===== src/rtl/fetch_ctrl.sv =====
// Instruction-fetch sequencer: drives the IF PC register controls, runs the
// req/ack handshake to instruction memory and holds one word for decode.
module fetch_ctrl #(
  parameter int          ADDR_W  = 16,
  parameter int          DATA_W  = 16,
  parameter logic [3:0]  HALT_OP = 4'hF
) (
  input  logic              clk,
  input  logic              rst,
  input  logic [ADDR_W-1:0] pc,
  output logic              hlt,
  output logic              useAlt,
  output logic [ADDR_W-1:0] altAddress,
  output logic              memReq,
  output logic [ADDR_W-1:0] memAddr,
  input  logic              memAck,
  input  logic [DATA_W-1:0] memData,
  input  logic              redirect,
  input  logic [ADDR_W-1:0] redirectAddr,
  input  logic              stall,
  output logic [DATA_W-1:0] instr,
  output logic              instrValid,
  output logic              halted
);

  // state  | meaning
  // IDLE   | one settling cycle after reset, PC frozen
  // FETCH  | request to pc outstanding; ack loads instr and advances PC
  // WAIT   | loaded word blocked by stall; no new request until it drains
  // SQUASH | old request still outstanding after a redirect; its data is dropped
  // HALTED | HALT opcode fetched; only rst leaves this state
  typedef enum logic [2:0] {
    IDLE,
    FETCH,
    WAIT,
    SQUASH,
    HALTED
  } state_t;

  state_t            state;
  logic [ADDR_W-1:0] addr_q;
  logic              redir_en;
  logic              consume;
  logic              is_halt;

  always_comb begin
    redir_en   = redirect && ((state == FETCH) || (state == WAIT) || (state == SQUASH));
    consume    = instrValid && !stall;
    is_halt    = (memData[DATA_W-1 -: 4] == HALT_OP);
    useAlt     = redir_en;
    altAddress = redir_en ? redirectAddr : '0;
    hlt        = !(redir_en || ((state == FETCH) && memAck));
    // Gated by rst so an outstanding request is dropped in the reset cycle itself
    memReq     = !rst && ((state == FETCH) || (state == SQUASH));
    memAddr    = (state == FETCH) ? pc : addr_q;
  end

  always_ff @(posedge clk) begin
    if (rst) begin
      state      <= IDLE;
      addr_q     <= '0;
      instr      <= '0;
      instrValid <= 1'b0;
      halted     <= 1'b0;
    end else begin
      if (consume) instrValid <= 1'b0;

      unique case (state)
        IDLE: state <= FETCH;

        FETCH: begin
          addr_q <= pc;
          if (redirect) begin
            instrValid <= 1'b0;
            state      <= memAck ? FETCH : SQUASH;
          end else if (memAck) begin
            instr      <= memData;
            instrValid <= 1'b1;
            if (is_halt) begin
              state  <= HALTED;
              halted <= 1'b1;
            end else if (stall) begin
              state <= WAIT;
            end else begin
              state <= FETCH;
            end
          end
        end

        WAIT: begin
          if (redirect) begin
            instrValid <= 1'b0;
            state      <= FETCH;
          end else if (consume) begin
            state <= FETCH;
          end
        end

        SQUASH: begin
          if (redirect) instrValid <= 1'b0;
          if (memAck) state <= FETCH;
        end

        HALTED: halted <= 1'b1;

        default: state <= IDLE;
      endcase
    end
  end

endmodule


===== config.mk =====
export PLATFORM = sky130hd
export DESIGN_NAME = fetch_ctrl
export DESIGN_NICKNAME = d
export VERILOG_FILES = /design/src/rtl/fetch_ctrl.sv
export SDC_FILE = /design/constraint.sdc
export NUM_CORES = 1
export LEC_CHECK = 0
export CORE_MARGIN = 2
export CORE_UTILIZATION = 39
export CTS_BUF_LIST = sky130_fd_sc_hd__clkbuf_16
export DETAILED_ROUTE_END_ITERATION = 10
export MAX_ROUTING_LAYER = met4
export PLACE_DENSITY = 0.89
export SETUP_SLACK_MARGIN = 0.1
export SYNTH_ARGS = -nofsm -noshare
export SYNTH_HDL_FRONTEND = slang
export SYNTH_SLANG_ARGS = --single-unit

===== constraint.sdc =====
create_clock -name clk -period 4 [get_ports clk]
set_input_delay 1.2 -clock clk [delete_from_list [all_inputs] [get_ports clk]]
set_output_delay 1.2 -clock clk [all_outputs]
set_load 0.01 [all_outputs]

==> metrics.cfg <==
[finish]
drive_gt1_share_pct=13.2
fin_area_sq_mm=0.00291
multi_input_area_sq_um=813
area_growth_pct=79.4
final_core_util_pct=72.7
layout.area.seq_sq_um=741
n_antenna_cell=0
fillers=309
fin_nets=341

[route]
wl_per_cell_microns=13.4
drt_wl_total_microns=4540
num_vias=1615
dr.pass1.iters=4
drc_errors=0
vias_per_cell=4.78
antenna_left=0
drt_iter0_markers=64

[setup_path]
r2r.worst_path.cells=4
crit_path_end_kind=primary output
r2r-start=state[0]
r2r_end=instr[8]
slowest_stage=clkdlybuf4s50_1
start_kind=input port
worstPathArrival_ns=2.61
required_ns=2.80
r2r_slack_ns=2.05
crit_top_cell=clkdlybuf4s50_1
timing_worst_setup_path_type=in -> out
cp_num_buf_inv=4
crit_end=useAlt
startpoint=redirect
crit_path_cell_trace=clkdlybuf4s50_1 -> inv_1 -> nor3_4 -> buf_6 -> clkdlybuf4s50_1
path_max_fanout=9
critPathTopFamily=buffers and inverters
crit_cells=5
cp_slowest_stage_delay_ns=0.54

[sta]
skew_ns=0.00322
drv_slew=0
period_share_pct=95.3
fin_ws_ns=0.188
grt_setup_unrepaired=false
tns_ns=0
setup_viol_count_final=0
clock.fmax_mhz=262
finalHoldViolations=0
min_period_ns=3.81
tightest_slew_ns=0.581
slew_headroom_pct=61.3

[pwr]
p_leak_nw=1.17
power_frac_comb_pct=21.6
cellPowerDensity_mw_per_mm2=362
swShare_pct=22.1
seq_power_share_pct=37.7
power_mw=1.05
switchingPower_mw=0.232
p_int_mw=0.820
vdd_drop_max_mv=0.253
p_clk_share_pct=40.7

[global_routing]
grt_pass1_vias=1484
grt_pass1_wl_microns=6750
overflow=0
grt_start_max_net_pins=38
grt_use_total_pct=19.9
antenna_found_initial=0

[floorplanning]
die_h_microns=68.5
dieArea_sq_mm=0.00469
rows=23
io_pins=106
coreArea_sq_mm=0.00400
die_w_microns=68.5
start_util_pct=40.5

[synth]
synth-async-reset-ratio_pct=0
synthDistinctLibCells=29
synth.most_common_cell=dfxtp_1
synth_area_sq_mm=0.00162
avgSynthCellArea_sq_um=9.16
ys_top_cells_by_area=dfxtp_1, mux2_2, nand2_1
yosysWarnings=0
synth_seq_cells=37
synth_top_cell_by_area=dfxtp_1
synth_flop_cell=dfxtp_1
yosys-top-cells-count=dfxtp_1, nand2_1, and2_1
synthCells=177
synthesis.nets=230
synth-edff-count=0
yosysTopAreaCellShare_pct=45.7
synth_seq_area_share_pct=45.7

[status]
outcome=finished clean

[min_path]
hp-class=reg -> reg

[cts]
clock_latency_ns=0.27
cts.clk_slew.worst_paths_ns=0.05
clk_path_buf_depth=2
htreeDepth=2
cts_made_buffers=5
cts-root-buf=clkbuf_16
hold_buffers=0
cts_tree=built
clock_sinks=37

[placed_design]
placed_area_sq_mm=0.00273
port_buffers=105
dp_hpwl_microns=3220
dp_slack_ns=0.00997
gp_congestion=0.887

[run]
max_cap_violations=0

area by class of cell:
type / count / area share, %
repair buffers: 114 / 38.5
multi-input cells: 127 / 28.0
flip-flops and latches: 37 / 25.5
clock buffers: 5 / 4.30
well taps: 50 / 2.15
clock inverters: 2 / 1.20
inverters: 3 / 0.387
worst register-to-register path: cells and delay by family (launching register included):
kind	cells	cell delay [ns]
flops	1	0.46
compound gates	1	0.16
simple gates	3	1.26
cell families after synthesis:
family | synth area share, %
simple gates | 29.7
compound gates | 8.95
flops | 45.7
buf+inv | 4.55
mux | 11.1
repair_timing:
| action | CTS | global route |
|---|---|---|
| endpoints found under the setup margin | 18 | 1 |
| setup buffers | 2 | 0 |
| pin swaps | 1 | 0 |
| cloned | 1 | 0 |
| resized for setup | 20 | 1 |
power groups by stage:
stage,Combinational (mW),Clock [mW],Sequential (mW)
after floorplan,0.0927,0,0.405
after global placement,0.225,0,0.403
after detailed placement,0.228,0,0.404
after CTS,0.229,0.440,0.396
after global routing,0.246,0.455,0.398
final,0.228,0.428,0.397
metal layers:
metal	GRT usage, %	share of wire, %
met3	6.91	8.1
met2	33.7	50
met4	6.50	0.53
met5	-	0
met1	21.8	41
metrics by stage:
step	hold WS [ns]	cells
2_1_floorplan	0.470	177
3_3_place_gp	0.434	328
3_5_place_dp	0.438	328
4_1_cts	0.447	338
5_1_grt	0.466	338
6_report	0.445	338
flip-flops by register name, summed over array words and instances, names as in the netlist:
signal	count
state	3
halted	1
instrValid	1
addr_q	16
instr	16
worst min-delay path by stage:
stage,cells after the start,slack [ns],end,from
finish,2,0.44,halted,halted
global route,2,0.47,halted,halted
CTS,2,0.45,halted,halted
detailed placement,2,0.44,halted,halted
global placement,2,0.43,halted,halted
floorplan,2,0.47,halted,halted
placed cells by master (no fill, tap or decap):
cell,instances
a211o_1,1
a21oi_1,16
a21oi_2,3
a22oi_1,1
a31oi_1,1
and2_1,17
and3_1,2
and4_1,3
buf_12,1
buf_4,6
buf_6,2
bufinv_16,1
clkbuf_16,5
clkdlybuf4s50_1,88
clkinv_2,1
dfxtp_1,37
dlygate4sd2_1,16
dlymetal6s2s_1,1
inv_1,3
mux2_2,16
nand2_1,33
nand2b_1,3
nand3_4,1
nand3b_1,1
nand4b_1,1
nor2_1,5
nor2b_1,16
nor3_1,1
nor3_4,1
nor3b_1,1
nor3b_4,1
o21ai_0,1
o21ai_1,1
o22ai_1,1
No activity file was read; power rests on OpenSTA's default activity.
